### src/rtl/cpu_pkg.sv
// Shared CPU constants and the write-back source select encoding.
package cpu_pkg;

    localparam int DATA_W  = 32;
    localparam int ADDR_W  = 5;
    localparam int REG_NUM = 32;

    localparam logic [ADDR_W-1:0] REG_ZERO = 5'd0;

    typedef enum logic {
        WB_ALU = 1'b0,
        WB_MEM = 1'b1
    } wb_sel_t;

endpackage

### src/rtl/wb_regfile_reg_array.sv
// Register storage: REG_NUM x DATA_W, one write port, two asynchronous read ports.
// x0 is never written and always reads as zero; contents clear on async active-low reset.
module reg_array
    import cpu_pkg::*;
(
    input  logic              clk_i,
    input  logic              rst_n_i,
    input  logic              we_i,
    input  logic [ADDR_W-1:0] waddr_i,
    input  logic [DATA_W-1:0] wdata_i,
    input  logic [ADDR_W-1:0] raddr1_i,
    input  logic [ADDR_W-1:0] raddr2_i,
    output logic [DATA_W-1:0] rdata1_o,
    output logic [DATA_W-1:0] rdata2_o
);

    logic [DATA_W-1:0] mem_q [REG_NUM];

    always_ff @(posedge clk_i or negedge rst_n_i) begin
        if (!rst_n_i) begin
            for (int i = 0; i < REG_NUM; i++) begin
                mem_q[i] <= '0;
            end
        end else if (we_i && (waddr_i != REG_ZERO)) begin
            mem_q[waddr_i] <= wdata_i;
        end
    end

    // The zero gate on the read side keeps x0 at zero even if a write to it slips through.
    always_comb begin
        rdata1_o = (raddr1_i == REG_ZERO) ? '0 : mem_q[raddr1_i];
        rdata2_o = (raddr2_i == REG_ZERO) ? '0 : mem_q[raddr2_i];
    end

endmodule

### src/rtl/wb_regfile.sv
// Write-back stage: selects the WB value, commits it to the register file and counts commits.
// Optional REGFILE_BYPASS_EN makes ID reads see the value being written in the same cycle.
module wb_regfile
    import cpu_pkg::*;
(
    input  logic              clk_i,
    input  logic              rst_n_i,
    input  logic              start_i,
    input  logic              RegWrite_i,
    input  logic              MemReg_i,
    input  logic [ADDR_W-1:0] rd_addr_i,
    input  logic [DATA_W-1:0] data1_i,
    input  logic [DATA_W-1:0] data2_i,
    input  logic [ADDR_W-1:0] rs1_addr_i,
    input  logic [ADDR_W-1:0] rs2_addr_i,
    output logic [DATA_W-1:0] rs1_data_o,
    output logic [DATA_W-1:0] rs2_data_o,
    output logic [DATA_W-1:0] wb_data_o,
    output logic              wb_we_o,
    output logic [31:0]       wb_count_o
);

    wb_sel_t           wb_sel;
    logic              wb_we;
    logic [DATA_W-1:0] wb_data;
    logic [DATA_W-1:0] arr_rdata1;
    logic [DATA_W-1:0] arr_rdata2;
    logic [31:0]       count_q;
    logic [31:0]       count_d;

    assign wb_sel  = wb_sel_t'(MemReg_i);
    assign wb_data = (wb_sel == WB_MEM) ? data2_i : data1_i;
    assign wb_we   = start_i & RegWrite_i & (rd_addr_i != REG_ZERO);

    reg_array u_reg_array (
        .clk_i    (clk_i),
        .rst_n_i  (rst_n_i),
        .we_i     (wb_we),
        .waddr_i  (rd_addr_i),
        .wdata_i  (wb_data),
        .raddr1_i (rs1_addr_i),
        .raddr2_i (rs2_addr_i),
        .rdata1_o (arr_rdata1),
        .rdata2_o (arr_rdata2)
    );

`ifdef REGFILE_BYPASS_EN
    // wb_we already excludes rd == x0, so a bypass hit never exposes data on address 0.
    always_comb begin
        rs1_data_o = arr_rdata1;
        rs2_data_o = arr_rdata2;
        if (wb_we && (rs1_addr_i == rd_addr_i)) begin
            rs1_data_o = wb_data;
        end
        if (wb_we && (rs2_addr_i == rd_addr_i)) begin
            rs2_data_o = wb_data;
        end
    end
`else
    assign rs1_data_o = arr_rdata1;
    assign rs2_data_o = arr_rdata2;
`endif

    // Counter wraps naturally at 32 bits.
    always_comb begin
        count_d = count_q;
        if (wb_we) begin
            count_d = count_q + 32'd1;
        end
    end

    always_ff @(posedge clk_i or negedge rst_n_i) begin
        if (!rst_n_i) begin
            count_q <= '0;
        end else begin
            count_q <= count_d;
        end
    end

    assign wb_data_o  = wb_data;
    assign wb_we_o    = wb_we;
    assign wb_count_o = count_q;

endmodule
### config.mk
export PLATFORM = sky130hd
export DESIGN_NAME = wb_regfile
export DESIGN_NICKNAME = d
export VERILOG_FILES = /design/src/rtl/cpu_pkg.sv /design/src/rtl/wb_regfile_reg_array.sv /design/src/rtl/wb_regfile.sv
export SDC_FILE = /design/constraint.sdc
export NUM_CORES = 2
export LEC_CHECK = 0
export BUFFER_PORTS_ARGS = -buffer_cell sky130_fd_sc_hd__clkbuf_2
export CAP_MARGIN = 20
export CORE_MARGIN = 3
export CORE_UTILIZATION = 63
export CTS_CLUSTER_DIAMETER = 30
export DETAILED_ROUTE_END_ITERATION = 8
export HOLD_SLACK_MARGIN = 0.12
export PLACE_DENSITY_LB_ADDON = 0.12
export SYNTH_ARGS = -nofsm -noshare
export SYNTH_HDL_FRONTEND = slang
export SYNTH_SLANG_ARGS = --single-unit
### constraint.sdc
create_clock -name clk_i -period 2.31 [get_ports clk_i]
set_input_delay 0.231 -clock clk_i [delete_from_list [all_inputs] [get_ports clk_i]]
set_output_delay 0.231 -clock clk_i [all_outputs]
set_load 0.02 [all_outputs]
== Word-level counts from Yosys, hierarchy flattened ==
Cells that the tools add are included.

* Reductions and logical operators: 5
* Add/sub/neg operators: 1
* Muxes and demuxes: 12
* $lt $le $gt $ge: 4
* Bitwise logic cells: 5

{| class="wikitable"
|+ Operator list
! operator !! count
|-
| bitwise mux 1024 bit || 1
|-
| binary-select mux 32 bit (select 5 bit) || 2
|-
| two-way mux 32 bit || 8
|-
| demux 32 bit (select 5 bit) || 1
|-
| adder 32 x 1 -> 32 bit (second input constant) || 1
|-
| >= comparator 6 bit (second input constant) || 3
|-
| inverter 5 -> 6 bit || 3
|-
| logical NOT 5 bit || 2
|-
| < comparator 6 x 1 -> 1 bit (second input constant) || 1
|-
| nonzero test 5 bit || 1
|-
| bitwise AND 1 bit || 2
|-
| logical AND 1 bit || 2
|}

* Input bits: 84
* Bits in registers: 1056

== Logic depth before layout (Yosys ltp) ==
* Word-level depth: 6
* Depth in mapped cells: 10
* Gate-level depth less buffers: 5

== Cells and area by module ==
Synthesis repeated with hierarchy kept, for this count alone.

* Cells, all modules: 3787
* Area total of the unflattened synthesis: 56306.5 um^2

{| class="wikitable"
|+ Modules (own cells, without submodules)
! module !! instances !! cells an instance !! area an instance (um^2) !! sequential area each (um^2)
|-
| reg_array || 1 || 3621 || 54369.6 || 25624.6
|-
| wb_regfile || 1 || 166 || 1936.9 || 800.8
|}

== Worst setup path after synthesis ==
OpenSTA, ideal clock, no wires.

* Path kind: in2out
* From: input rs1_addr_i[0]
* To: output rs1_data_o[11]
* Path slack: 0.170 ns
* Stages: 8
* Path buffers: 4
* Arrival time: 1.909 ns
* Data required time: 2.079 ns
* Cell sequence: buf_2 > buf_4 > buf_4 > nor2_1 > clkbuf_1 > a221oi_1 > o21ai_0 > a31oi_1

* Cells in the longest elaborated chain, start to end: 5
* Elaborated cells between the ends (all ways): 6
* Those cells by class: mux: 4; bitwise: 1; reduce/logical: 1

{| class="wikitable"
|+ Ends and longest elaborated chain
! element !! RTL line !! source
|-
| from (decl) || wb_regfile.sv:14 || <nowiki>input logic [ADDR_W-1:0] rs1_addr_i,</nowiki>
|-
| inverter 5 -> 6 bit (not written as such) || wb_regfile_reg_array.sv:31 || <nowiki>rdata1_o = (raddr1_i == REG_ZERO) ? '0 : mem_q[raddr1_i];</nowiki>
|-
| binary-select mux 32 bit (select 5 bit) || wb_regfile_reg_array.sv:31 ||
|-
| two-way mux 32 bit (not written as such) (2 in series) || wb_regfile_reg_array.sv:31 ||
|-
| two-way mux 32 bit * || wb_regfile_reg_array.sv:31 ||
|-
| to (decl) || wb_regfile.sv:16 || <nowiki>output logic [DATA_W-1:0] rs1_data_o,</nowiki>
|}

Mark *: on every way between the ends. The rest lies on a longest branch, timed or not. The select of a mux whose other input is x is not followed.

== Worst setup path in the final report ==
* From: register u_reg_array.mem_q[702] (netlist bit)
* To: output rs1_data_o[30]

* Cells in the longest elaborated chain, start to end: 4

{| class="wikitable"
|+ Ends and longest elaborated chain
! element !! RTL line !! source
|-
| from (decl) || wb_regfile_reg_array.sv:17 || <nowiki>logic [DATA_W-1:0] mem_q [REG_NUM];</nowiki>
|-
| from (signal, indexed assignment) || wb_regfile_reg_array.sv:25 || <nowiki>mem_q[waddr_i] <= wdata_i;</nowiki>
|-
| binary-select mux 32 bit (select 5 bit) || wb_regfile_reg_array.sv:31 ||
|-
| two-way mux 32 bit (not written as such) (2 in series) || wb_regfile_reg_array.sv:31 ||
|-
| two-way mux 32 bit || wb_regfile_reg_array.sv:31 ||
|}

Every way passes these cells. The select of a mux whose other input is x is not followed.

==> impl_metrics.toml <==
[status]
outcome = "finished with violations"
violations = "negative setup slack"

[pwr]
ir_drop_v = 0.000825
powerDensity_nw_per_um2 = 1000
leakagePower_nw = 30.9

[synth]
synth_common_cells = "dfrtp_1, a21oi_1, nor2_1, mux4_2, nand2_1"
yosysMostFrequentCell = "dfrtp_1"
syn_area_sq_um = 54600
syn_inst = 5033
synth_area_leaders = "dfrtp_1, mux4_2, a21oi_1"
yosysSeqAreaShare_pct = 48.4
synth_top_cell_by_area = "dfrtp_1"
avgSynthCellArea_sq_um = 10.9
synth_ff_type = "dfrtp_1"
yosysWarnings = 0
synth_nets = 5118
synth_seq_cells = 1056
synth-edff-count = 0
synth_cell_types = 50
synthArstFlopShare_pct = 100
synth_top_cell_area_share_pct = 48.4

[worst_setup_path]
worstSetupStartpointType = "register"
critPathArrivalTime_ns = 2.64
worstPathRequired_ns = 2.08
crit_buf_inv = 1
end_kind = "output pin"
crit_type = "register to output pin"
critical_path.cell_chain = "mux4_2 -> mux2_2 -> o221ai_4 -> a31oi_1 -> clkbuf_2"
path_delay_family = "multiplexers"
critPathMaxFanout = 3
cp_slowest_cell = "mux4_2"
slowest_delay_ns = 0.48

[floorplan]
dieArea_sq_um = 90300
start_util_pct = 63.9
row_count = 107
io-pin-count = 213
die_w_um = 300
die_y_um = 300
core_area_sq_um = 85500

[sta]
max_freq_ghz = 0.348
slew_viol_final = 0
setup_viol = 64
hold_viol = 0
fin_skew_ns = 0.0175
max_slew_margin_pct = 26.4
setup_slack_ns = -0.563
worst_pin_slew_ns = 1.10
fin_crit_sh_pct = 124
layout_min_cycle_time_ns = 2.87
rsz0062_at_grt = "yes"

[drt]
drt_iter0_drc = 7379
vias_per_cell = 7.08
remaining_drc_errors = 0
wire_per_inst_um = 29.9
drt-total-wl_mm = 203
postRouteAntennaNets = 0
routed-via-count = 48060
drt_first_pass_iters = 6

[global_routing]
grt_overflow = 0
first_global_vias = 48510
grt_max_degree = 108
grt_usage_pct = 44.8
antenna_found_initial = 7
grt_pass1_wl_mm = 301

[placed_design]
placed_cells = 6260
port-buffer-count = 212
gp_congestion = 0.879
place_hpwl_mm = 114
preCtsSetupSlack_ns = -0.208

[clock_tree]
cts_buffers = 207
htreeDepth = 4
clockBufferDepth = 3
root_buffer = "clkbuf_16"
clk_pin_slew_ns = 0.05
cts.sinks = 1056
clock_latency_ns = 0.78
cts_tree = "yes"

[flow_run]
max_cap_viol_count = 0

[cells_and_area]
drive_gt1_share_pct = 30.3
fin_cells = 6787
nNetsFinal = 5543
syn2layout_area_growth_pct = 27.6
fillerInstances = 4438

[worst_hold_path]
min-delay-path-class = "input pin to register"
[report_power, final]
group          total, mW  internal [mW]  switching [mW]
logic               13.5           6.78            6.76
clock network       31.5           20.7            10.8
registers           24.9           21.9            2.97
[worst reg2reg max path, stage by stage, from the launching register on]
cell,delay (ns)
dfrtp_1,0.44
and4_1,0.26
nand3_1,0.10
or4_4,0.62
nor4_4,0.29
xor2_1,0.16
[repair_timing]
action                                 in CTS  in global routing
endpoints found under the hold margin    1783                  0
setup endpoints to repair                  64                 64
setup buffers                              26                 42
resized for setup                         142                129
cloned                                      0                  0
pin swaps                                  25                 32
hold buffers                               72                  0
[routing by layer]
metal / GRT usage (%) / part of all wire (%) / up-vias
li1: - / - / 19078
met1: 57.9 / 34 / 23571
met2: 65.9 / 45 / 4288
met3: 14.9 / 15 / 1117
met4: 28.3 / 6.9 / 6
met5: 0 / 0.018 / -
[cell families after synthesis]
| logic type | share of synthesized area (%) |
|---|---|
| xor+xnor | 0.497 |
| fa+ha+maj | 0.0229 |
| compound gates | 12.5 |
| mux | 24.0 |
| simple gates | 10.2 |
| flops | 48.4 |
| buf+inv | 4.47 |
[cell usage in the layout (no fill, tap or decap), types with 27 or more instances in the layout]
master         count
bufinv_16         30
a22oi_1           42
buf_8             27
dfrtp_1         1056
buf_4            334
mux2i_1          236
buf_12           129
mux2i_2           29
dlygate4sd3_1     71
a221oi_1          31
mux2_2            39
nand2_1          362
a21oi_1          855
clkinvlp_4        30
clkinv_2          34
o21ai_0          188
nor2_1           848
inv_1             38
clkbuf_8          29
clkbuf_16        209
a31oi_1           30
mux4_2           426
clkbuf_2         153
[final timing paths]
check | start | end | slack (ns) | depth (start not counted)
setup reg to reg | wb_count_o[7] | wb_count_o[28] | 0.35 | 5
hold / removal | data2_i[26] | u_reg_array.mem_q[58] | 0.18 | 4
hold reg to reg | u_reg_array.mem_q[1015] | u_reg_array.mem_q[1015] | 0.39 | 0
min in group asynchronous | rst_n_i | u_reg_array.mem_q[42] | 0.22 | 3
max in group asynchronous | rst_n_i | u_reg_array.mem_q[955] | 1.42 | 4
setup / recovery | u_reg_array.mem_q[702] | rs1_data_o[30] | -0.56 | 5
[stage by stage]
stage          instance area (sq um)  total power [mW]  utilization [%]  setup TNS, ns  hold slack [ns]
2_1_floorplan                  54600              32.2                -              0          -0.0646
3_3_place_gp                   60000              36.0             70.2          -2.46            0.170
3_5_place_dp                   60000              36.6             70.2          -2.83            0.174
4_1_cts                        69000              68.8             80.6         -24.78            0.121
5_1_grt                        69700              72.1             81.5         -27.24            0.183
6_report                       69700              69.9             81.5         -25.20            0.180
[flip-flops by register name, indices dropped and copies added, names as in the netlist]
name and flops:
u_reg_array.mem_q 1024, wb_count_o 32
[layout make-up]
class / instances / area (sq um) / area share, %
diodes: 3 / 7.51 / 0.0108
clock buffers: 245 / 5590 / 8.01
clock inverters: 146 / 1800 / 2.59
inverters: 40 / 154 / 0.221
multi-input cells: 3402 / 26900 / 38.6
flip-flops and latches: 1056 / 26400 / 37.9
well taps: 1144 / 1430 / 2.05
repair buffers: 751 / 7380 / 10.6
(Power assumes the default switching activity.)
